### src/rtl/blink_monitor_if.sv
// Bundle of the blink monitor's LED/clear inputs and measurement outputs.
//   led_i, clear_i           : driven by the master (bench or loopback logic)
//   blink_pulse_o            : 1-cycle pulse per valid blink
//   blink_count_o            : valid blink count (wraps)
//   last_on/off_cycles_o     : length of the last completed on/off phase
//   short_err_o, long_err_o  : sticky phase-length errors
//   busy_o                   : monitor is tracking a phase
interface blink_monitor_if #(
  parameter int CountW      = 16,
  parameter int BlinkCountW = 16
);
  logic                   led_i;
  logic                   clear_i;
  logic                   blink_pulse_o;
  logic [BlinkCountW-1:0] blink_count_o;
  logic [CountW-1:0]      last_on_cycles_o;
  logic [CountW-1:0]      last_off_cycles_o;
  logic                   short_err_o;
  logic                   long_err_o;
  logic                   busy_o;

  modport master (
    output led_i, clear_i,
    input  blink_pulse_o, blink_count_o, last_on_cycles_o, last_off_cycles_o,
    input  short_err_o, long_err_o, busy_o
  );

  modport slave (
    input  led_i, clear_i,
    output blink_pulse_o, blink_count_o, last_on_cycles_o, last_off_cycles_o,
    output short_err_o, long_err_o, busy_o
  );
endinterface

### src/rtl/blink_monitor.sv
// Receive-side checker for an LED blink waveform. The asynchronous LED level is
// synchronized, every on/off phase is measured in clock cycles, valid on phases
// are counted as blinks, and sticky short/long phase errors are latched.
// Ports:
//   clk_i  : clock
//   rst_i  : synchronous active-high reset (priority over clear_i)
//   bus    : blink_monitor_if slave (led_i, clear_i in; statistics out)
module blink_monitor #(
  parameter int MinHalfCycles = 4,
  parameter int MaxHalfCycles = 8,
  parameter int CountW        = 16,
  parameter int BlinkCountW   = 16
) (
  input  logic      clk_i,
  input  logic      rst_i,
  blink_monitor_if.slave bus
);

  localparam logic [CountW-1:0] MinC = CountW'(MinHalfCycles);
  localparam logic [CountW-1:0] MaxC = CountW'(MaxHalfCycles);
  localparam logic [CountW-1:0] OneC = CountW'(1);

  typedef enum logic [1:0] {IDLE, ON, OFF} state_t;

  function automatic logic [CountW-1:0] sat_inc(input logic [CountW-1:0] v);
    return (&v) ? v : v + OneC;
  endfunction

  logic sync_p0, sync_p1, prev_p2;
  logic rise, fall;

  state_t state, state_next;

  logic enter_phase, end_on, end_off, phase_end, count_en;
  logic is_short, is_blink, hit_long;

  logic [CountW-1:0]      cnt_q;
  logic [CountW-1:0]      last_on_q, last_off_q;
  logic [BlinkCountW-1:0] count_q;
  logic                   pulse_q, short_q, long_q;

  // Stage p0/p1: two-flop synchronizer; p2: previous synchronized level
  always_ff @(posedge clk_i) begin
    if (rst_i) begin
      sync_p0 <= 1'b0;
      sync_p1 <= 1'b0;
      prev_p2 <= 1'b0;
    end else begin
      sync_p0 <= bus.led_i;
      sync_p1 <= sync_p0;
      prev_p2 <= sync_p1;
    end
  end

  assign rise = sync_p1 & ~prev_p2;
  assign fall = ~sync_p1 & prev_p2;

  // FSM state register; clear_i drops back to IDLE and ignores a same-cycle edge
  always_ff @(posedge clk_i) begin
    if (rst_i || bus.clear_i) state <= IDLE;
    else                      state <= state_next;
  end

  always_comb begin
    state_next = state;
    case (state)
      IDLE:    if (rise) state_next = ON;
               else if (fall) state_next = OFF;
      ON:      if (fall) state_next = OFF;
      OFF:     if (rise) state_next = ON;
      default: state_next = IDLE;
    endcase
  end

  // Event decode from the current state and the synchronized edges
  always_comb begin
    enter_phase = 1'b0;
    end_on      = 1'b0;
    end_off     = 1'b0;
    count_en    = 1'b0;
    case (state)
      IDLE:    enter_phase = rise | fall;
      ON:      begin end_on  = fall; count_en = ~rise & ~fall; end
      OFF:     begin end_off = rise; count_en = ~rise & ~fall; end
      default: ;
    endcase
    phase_end = end_on | end_off;
    is_short  = cnt_q < MinC;
    is_blink  = end_on & ~is_short & (cnt_q <= MaxC);
    // Flag a stuck level as soon as the phase outgrows the legal maximum
    hit_long  = count_en & (cnt_q == MaxC);
  end

  // Stage boundary: phase counter and measurement registers
  always_ff @(posedge clk_i) begin
    if (rst_i || bus.clear_i) begin
      cnt_q      <= '0;
      last_on_q  <= '0;
      last_off_q <= '0;
      count_q    <= '0;
      pulse_q    <= 1'b0;
      short_q    <= 1'b0;
      long_q     <= 1'b0;
    end else begin
      pulse_q <= is_blink;
      if (enter_phase || phase_end) cnt_q <= OneC;
      else if (count_en)            cnt_q <= sat_inc(cnt_q);
      if (end_on)                   last_on_q  <= cnt_q;
      if (end_off)                  last_off_q <= cnt_q;
      if (phase_end && is_short)    short_q    <= 1'b1;
      if (hit_long)                 long_q     <= 1'b1;
      if (is_blink)                 count_q    <= count_q + 1'b1;
    end
  end

  assign bus.blink_pulse_o     = pulse_q;
  assign bus.blink_count_o     = count_q;
  assign bus.last_on_cycles_o  = last_on_q;
  assign bus.last_off_cycles_o = last_off_q;
  assign bus.short_err_o       = short_q;
  assign bus.long_err_o        = long_q;
  assign bus.busy_o            = (state != IDLE);

endmodule

### src/flat_wrapper.sv
// flat-port wrapper written by rule: the top's interface ports become plain ports
module blink_monitor_flat 
#(
  parameter int MinHalfCycles = 4,
  parameter int MaxHalfCycles = 8,
  parameter int CountW        = 16,
  parameter int BlinkCountW   = 16
)
  (clk_i, rst_i, bus_led_i, bus_clear_i, bus_blink_pulse_o, bus_blink_count_o, bus_last_on_cycles_o, bus_last_off_cycles_o, bus_short_err_o, bus_long_err_o, bus_busy_o);
  blink_monitor_if #(.CountW(CountW), .BlinkCountW(BlinkCountW)) bus_i ();
  input  logic clk_i;
  input  logic rst_i;
  input wire logic [$bits(bus_i.led_i)-1:0] bus_led_i;
  input wire logic [$bits(bus_i.clear_i)-1:0] bus_clear_i;
  output wire logic [$bits(bus_i.blink_pulse_o)-1:0] bus_blink_pulse_o;
  output wire logic [$bits(bus_i.blink_count_o)-1:0] bus_blink_count_o;
  output wire logic [$bits(bus_i.last_on_cycles_o)-1:0] bus_last_on_cycles_o;
  output wire logic [$bits(bus_i.last_off_cycles_o)-1:0] bus_last_off_cycles_o;
  output wire logic [$bits(bus_i.short_err_o)-1:0] bus_short_err_o;
  output wire logic [$bits(bus_i.long_err_o)-1:0] bus_long_err_o;
  output wire logic [$bits(bus_i.busy_o)-1:0] bus_busy_o;
  assign bus_i.led_i = bus_led_i;
  assign bus_i.clear_i = bus_clear_i;
  assign bus_blink_pulse_o = bus_i.blink_pulse_o;
  assign bus_blink_count_o = bus_i.blink_count_o;
  assign bus_last_on_cycles_o = bus_i.last_on_cycles_o;
  assign bus_last_off_cycles_o = bus_i.last_off_cycles_o;
  assign bus_short_err_o = bus_i.short_err_o;
  assign bus_long_err_o = bus_i.long_err_o;
  assign bus_busy_o = bus_i.busy_o;
  blink_monitor #(.MinHalfCycles(MinHalfCycles), .MaxHalfCycles(MaxHalfCycles), .CountW(CountW), .BlinkCountW(BlinkCountW)) u_core (.clk_i(clk_i), .rst_i(rst_i), .bus(bus_i));
endmodule
### config.mk
export PLATFORM = sky130hd
export DESIGN_NAME = blink_monitor_flat
export DESIGN_NICKNAME = d
export VERILOG_FILES = /design/src/rtl/blink_monitor_if.sv /design/src/rtl/blink_monitor.sv /design/src/flat_wrapper.sv
export SDC_FILE = /design/constraint.sdc
export NUM_CORES = 1
export LEC_CHECK = 0
export CORE_UTILIZATION = 53
export DETAILED_ROUTE_END_ITERATION = 16
export PLACE_DENSITY = 0.8
export SYNTH_ARGS = -nofsm -noshare
export SYNTH_HDL_FRONTEND = slang
export SYNTH_SLANG_ARGS = --single-unit
export TNS_END_PERCENT = 10
### constraint.sdc
create_clock -name clk_i -period 2.6 [get_ports clk_i]
set_input_delay 0.52 -clock clk_i [delete_from_list [all_inputs] [get_ports clk_i]]
set_output_delay 0.52 -clock clk_i [all_outputs]
set_load 0.02 [all_outputs]
Yosys cells after proc, flatten, opt, wreduce, memory -nomap -nowiden:

Index checks and enable logic that the tools add are counted.

* output and inout port bits: 52
* input port bits: 4
* flip-flop bits (word level): 72
* logic and storage cells: 57

* multiplexer cells: 11
* $add $sub $neg: 2
* equality and inequality tests: 5
* $lt $le $gt $ge: 2
* bitwise gates (word level): 14
* reduce and logical (&&, ||, !) cells: 11

Operators by type and width (number)
* $add A16 B1 Y16 const B: 2
* $eq A16 B4 Y1 const B: 1
* $le A16 B4 Y1 const B: 1
* $lt A16 B3 Y1 const B: 1
* $reduce_and A16 Y1: 1
* $mux W1: 7
* $and A1 B1 Y1: 6
* $mux W2: 3
* $not A1 Y1: 6
* $pmux W2 S3: 1
* $ne A2 B1 Y1 const B: 2
* $reduce_and A2 Y1: 2
* $reduce_bool A2 Y1: 2
* $reduce_or A2 Y1: 2
* $eq A2 B1 Y1 const B: 1
* $eq A2 B2 Y1 const B: 1
* $logic_not A2 Y1: 1
* $logic_or A1 B1 Y1: 2
* $or A1 B1 Y1: 2
* $logic_and A1 B1 Y1: 1

Depth between registers and ports, before layout:

* depth in word-level cells: 7
* gate-level depth with buffers: 7
* depth with buffers taken out: 6

Worst setup path before layout:

Ideal clock, no wire load.

* kind: register to register
* start: reg u_core.state[0]
* end: reg u_core.cnt_q[13]
* buffers on the path: 1
* data required time: 2.530 ns
* path slack: 0.779 ns
* library setup time: 0.070 ns
* data arrival time: 1.751 ns
* cell stages (with the launch flop): 8
* period minus slack after synthesis: 1.821 ns
* path through: dfxtp_1 -> inv_1 -> ha_1 -> and2_1 -> buf_2 -> nand3_1 -> or4_1 -> a21oi_1

* word-level cells in the longest chain between the ends: 5
* elaborated cells on any way between the ends: 12
* those cells by class: 2 x eq/ne; 4 x mux; 1 x bitwise; 5 x reduce/logical

RTL lines
* start: declaration: RTL line blink_monitor.sv:32 `state_t state, state_next;`
* start signal: assignment: RTL line blink_monitor.sv:61 `else state <= state_next;`
* $eq A2 B1 Y1 or $eq A2 B2 Y1 (tied branches): RTL line blink_monitor.sv:81 `case (state)`
* $mux W1: RTL line blink_monitor.sv:81
* $or A1 B1 Y1: RTL line blink_monitor.sv:87 `phase_end = end_on | end_off;`
* $logic_or A1 B1 Y1: RTL line blink_monitor.sv:106 `if (enter_phase || phase_end) cnt_q <= OneC;`
* $reduce_or A2 Y1 (no source line)
* end signal: assignment: RTL line blink_monitor.sv:106
* end signal: assignment: RTL line blink_monitor.sv:107 `else if (count_en) cnt_q <= sat_inc(cnt_q);`
* end: declaration: RTL line blink_monitor.sv:37 `logic [CountW-1:0] cnt_q;`

Parallel ways exist; a longest one is shown, timed or not.
A chain may end at the register's enable or synchronous reset.

Worst setup path in the final report:

* start: reg u_core.state[0]
* end: out bus_busy_o

* word-level cells in the longest chain between the ends: 1

RTL lines
* $reduce_bool A2 Y1: RTL line blink_monitor.sv:122 `assign bus.busy_o = (state != IDLE);`
* end: declaration: RTL line flat_wrapper.sv:21 `output wire logic [$bits(bus_i.busy_o)-1:0] bus_busy_o;`

Every way passes these cells.

==> metrics.yaml <==
timing:
  fin_setup_tns_ns: 0
  finalHoldViolCount: 0
  period_share: 0.8812
  rsz0062_at_grt: "no"
  period_needed_ns: 2.291
  slew_violations: 0
  setup_viol: 0
  maxSlewHeadroom: 0.4340
  skew_ns: 0.01090
  setup_ws_ns: 0.3088
  worstMarginPinSlew_ns: 0.8433
  whs_ns: 0.4377
  clock.fmax_mhz: 436.5
clocking:
  ctsHoldBuffers: 0
  tritoncts.num_buffers: 9
  root_buffer: "clkbuf_8"
  clk_pin_slew_ns: 0.07
  cts-resized-gates: 0
  cts-htree-levels: 3
  insertion_delay_ns: 0.35
  cts_setup_buffers: 0
  cts.sinks: 72
  clk_path_buf_depth: 2
  cts_tree: "built"
synthesis:
  ys_async_sr_fraction: 0
  syn_nets: 411
  synth-compound-area-share: 0.1871
  synth_top_family_by_area: "simple AND/OR/NAND/NOR gates"
  yosys.area_share.adder: 0.03362
  synth_cells: 398
  ys_warn_count: 0
  syn_area_per_cell_um2: 8.416
  syn_area_mm2: 0.003349
  synth-seq-cells: 72
  synth.area.mux_share: 0
  ys_types: 43
  synth_edf_count: 0
  seq_area_frac_synth: 0.4303
  synth-main-ff-cell: "dfxtp_1"
  synth_xor_area_frac: 0.002615
  yosys.area_share.simple: 0.2817
floorplan:
  die_w_um: 81.50
  dieHeight_um: 81.50
  num_rows: 28
  dieArea_mm2: 0.006641
  core_area_mm2: 0.005991
  initial_core_util: 0.5591
  pin_count: 56
worst_setup_path:
  crit_chain: "inv_1 > ha_1 > inv_1 > clkdlybuf4s50_1"
  slowest_stage: "clkdlybuf4s50_1"
  start_kind: "flip-flop"
  critical_path_required_ns: 2.08
  cp-end-kind: "primary output"
  cp_common_cell: "inv_1"
  critPathMaxFanout: 5
  cp_data_arrival_time_ns: 1.77
  slowest_delay_ns: 0.59
  crit_type: "flip-flop to primary output"
outcome:
  status: "finished clean"
global_routing:
  grt_max_degree: 28
  antenna_found_initial: 0
  grt_use_total: 0.2658
  grt_pass1_vias: 2863
  grt_pass1_wl_um: 13390
  grt.overflow.total: 0
placement:
  placed_cells: 507
  hpwl_um: 5609
  globalplace.congestion: 0.9070
  dp_slack_ns: 0.4031
  place.port_buffers: 55
  dpl_cell_area_mm2: 0.003856
layout:
  final_nets: 456
  area_growth_pct: 20.06
  diodes: 0
  finish.utilization: 0.6713
  drive_gt1_frac: 0.07143
  final_cell_mix: "nand2_1, dfxtp_1, a21oi_1"
  post-route-cell-area_mm2: 0.004021
  final_cells: 523
  final_common_cell: "nand2_1"
drt:
  num_vias: 3157
  routed_wl_um: 8340
  drt-initial-drc-count: 317
  post_drt_via_cell_ratio: 6.036
  wl_per_cell_um: 15.95
  drt-pass1-iter-count: 7
  route.detailed.drc: 0
  antenna_left: 0
pwr:
  p_leak_nw: 1.237
  p_total_mw: 1.923
  power_density_mw_per_mm2: 478.1
  ir_drop_v: 0.0005076
hold_path:
  hold_path.class: "flip-flop to flip-flop"
flow_run:
  cap_violations: 0
sequential cells by signal, indices dropped and copies added, names as in the netlist:
name and count:
u_core.state 2, u_core.prev_p2 1, u_core.bus.short_err_o 1, u_core.sync_p1 1, u_core.cnt_q 16, u_core.sync_p0 1
u_core.bus.long_err_o 1, u_core.bus.blink_pulse_o 1, u_core.bus.last_on_cycles_o 16, u_core.bus.blink_count_o 16, u_core.bus.last_off_cycles_o 16
path summary, 6_finish.rpt:
kind / endpoint / start / slack [ns] / depth (start not counted)
hold reg to reg: u_core.sync_p1 / u_core.sync_p0 / 0.44 / 1
hold / removal: u_core.sync_p1 / u_core.sync_p0 / 0.44 / 1
setup / recovery: bus_busy_o / u_core.state[0] / 0.31 / 4
setup reg to reg: u_core.cnt_q[13] / u_core.state[0] / 0.37 / 6
report_power, final:
group / internal, mW / total, mW / switching [mW]
combinational: 0.0165 / 0.0504 / 0.0339
clock: 0.366 / 0.764 / 0.398
sequential: 1.11 / 1.11 / 0.00268
metal layers:
layer / part of all wire / GRT usage
met1: 0.44 / 0.3331
met2: 0.48 / 0.4383
met3: 0.067 / 0.07556
met4: 0.012 / 0.08571
met5: 0 / 0
cells in the mapped netlist (2+ instances only):
cell type	n	area, um2
nor4_4	3	63.81
o31ai_1	19	142.6
nand2_1	79	296.5
or4_1	18	135.1
and3_1	2	12.51
nand4_1	8	50.05
inv_1	11	41.29
buf_4	3	22.52
a21oi_1	64	320.3
buf_6	7	78.83
clkbuf_1	11	41.29
nor3_1	6	30.03
o21ai_0	10	50.05
nand3_1	17	85.08
nor4_1	2	12.51
ha_1	9	112.6
or3_1	7	43.79
nor2b_1	3	18.77
or2_2	3	18.77
and4_1	5	43.79
nor2_1	7	26.28
o21a_1	6	45.04
dfxtp_1	72	1441
and2_1	4	25.02
buf_2	4	20.02
worst max-delay path: cells and delay by family, from the launching register on:
family                     cells  cell delay [ns]
adders and majority gates      1             0.27
buffers and inverters          3             0.76
DFF                            1             0.39
cell families after synthesis:
| family | after synthesis |
|---|---|
| and+or+nand+nor | 172 |
| AOI/OAI and AO/OA | 107 |
| DFF | 72 |
| buffers and inverters | 37 |
| adders and majority gates | 9 |
| xor gates and xnor gates | 1 |
cell type report:
cell class | instances | area [um2]
Clock buffer | 12 | 145.1
Sequential cell | 72 | 1441
Multi-Input combinational cell | 289 | 1692
Tap cell | 75 | 93.84
Inverter | 11 | 41.29
Timing Repair Buffer | 60 | 588.1
Fill cell | 497 | 1969
Clock inverter | 4 | 20.02
Power figures use the tool's default switching activity.
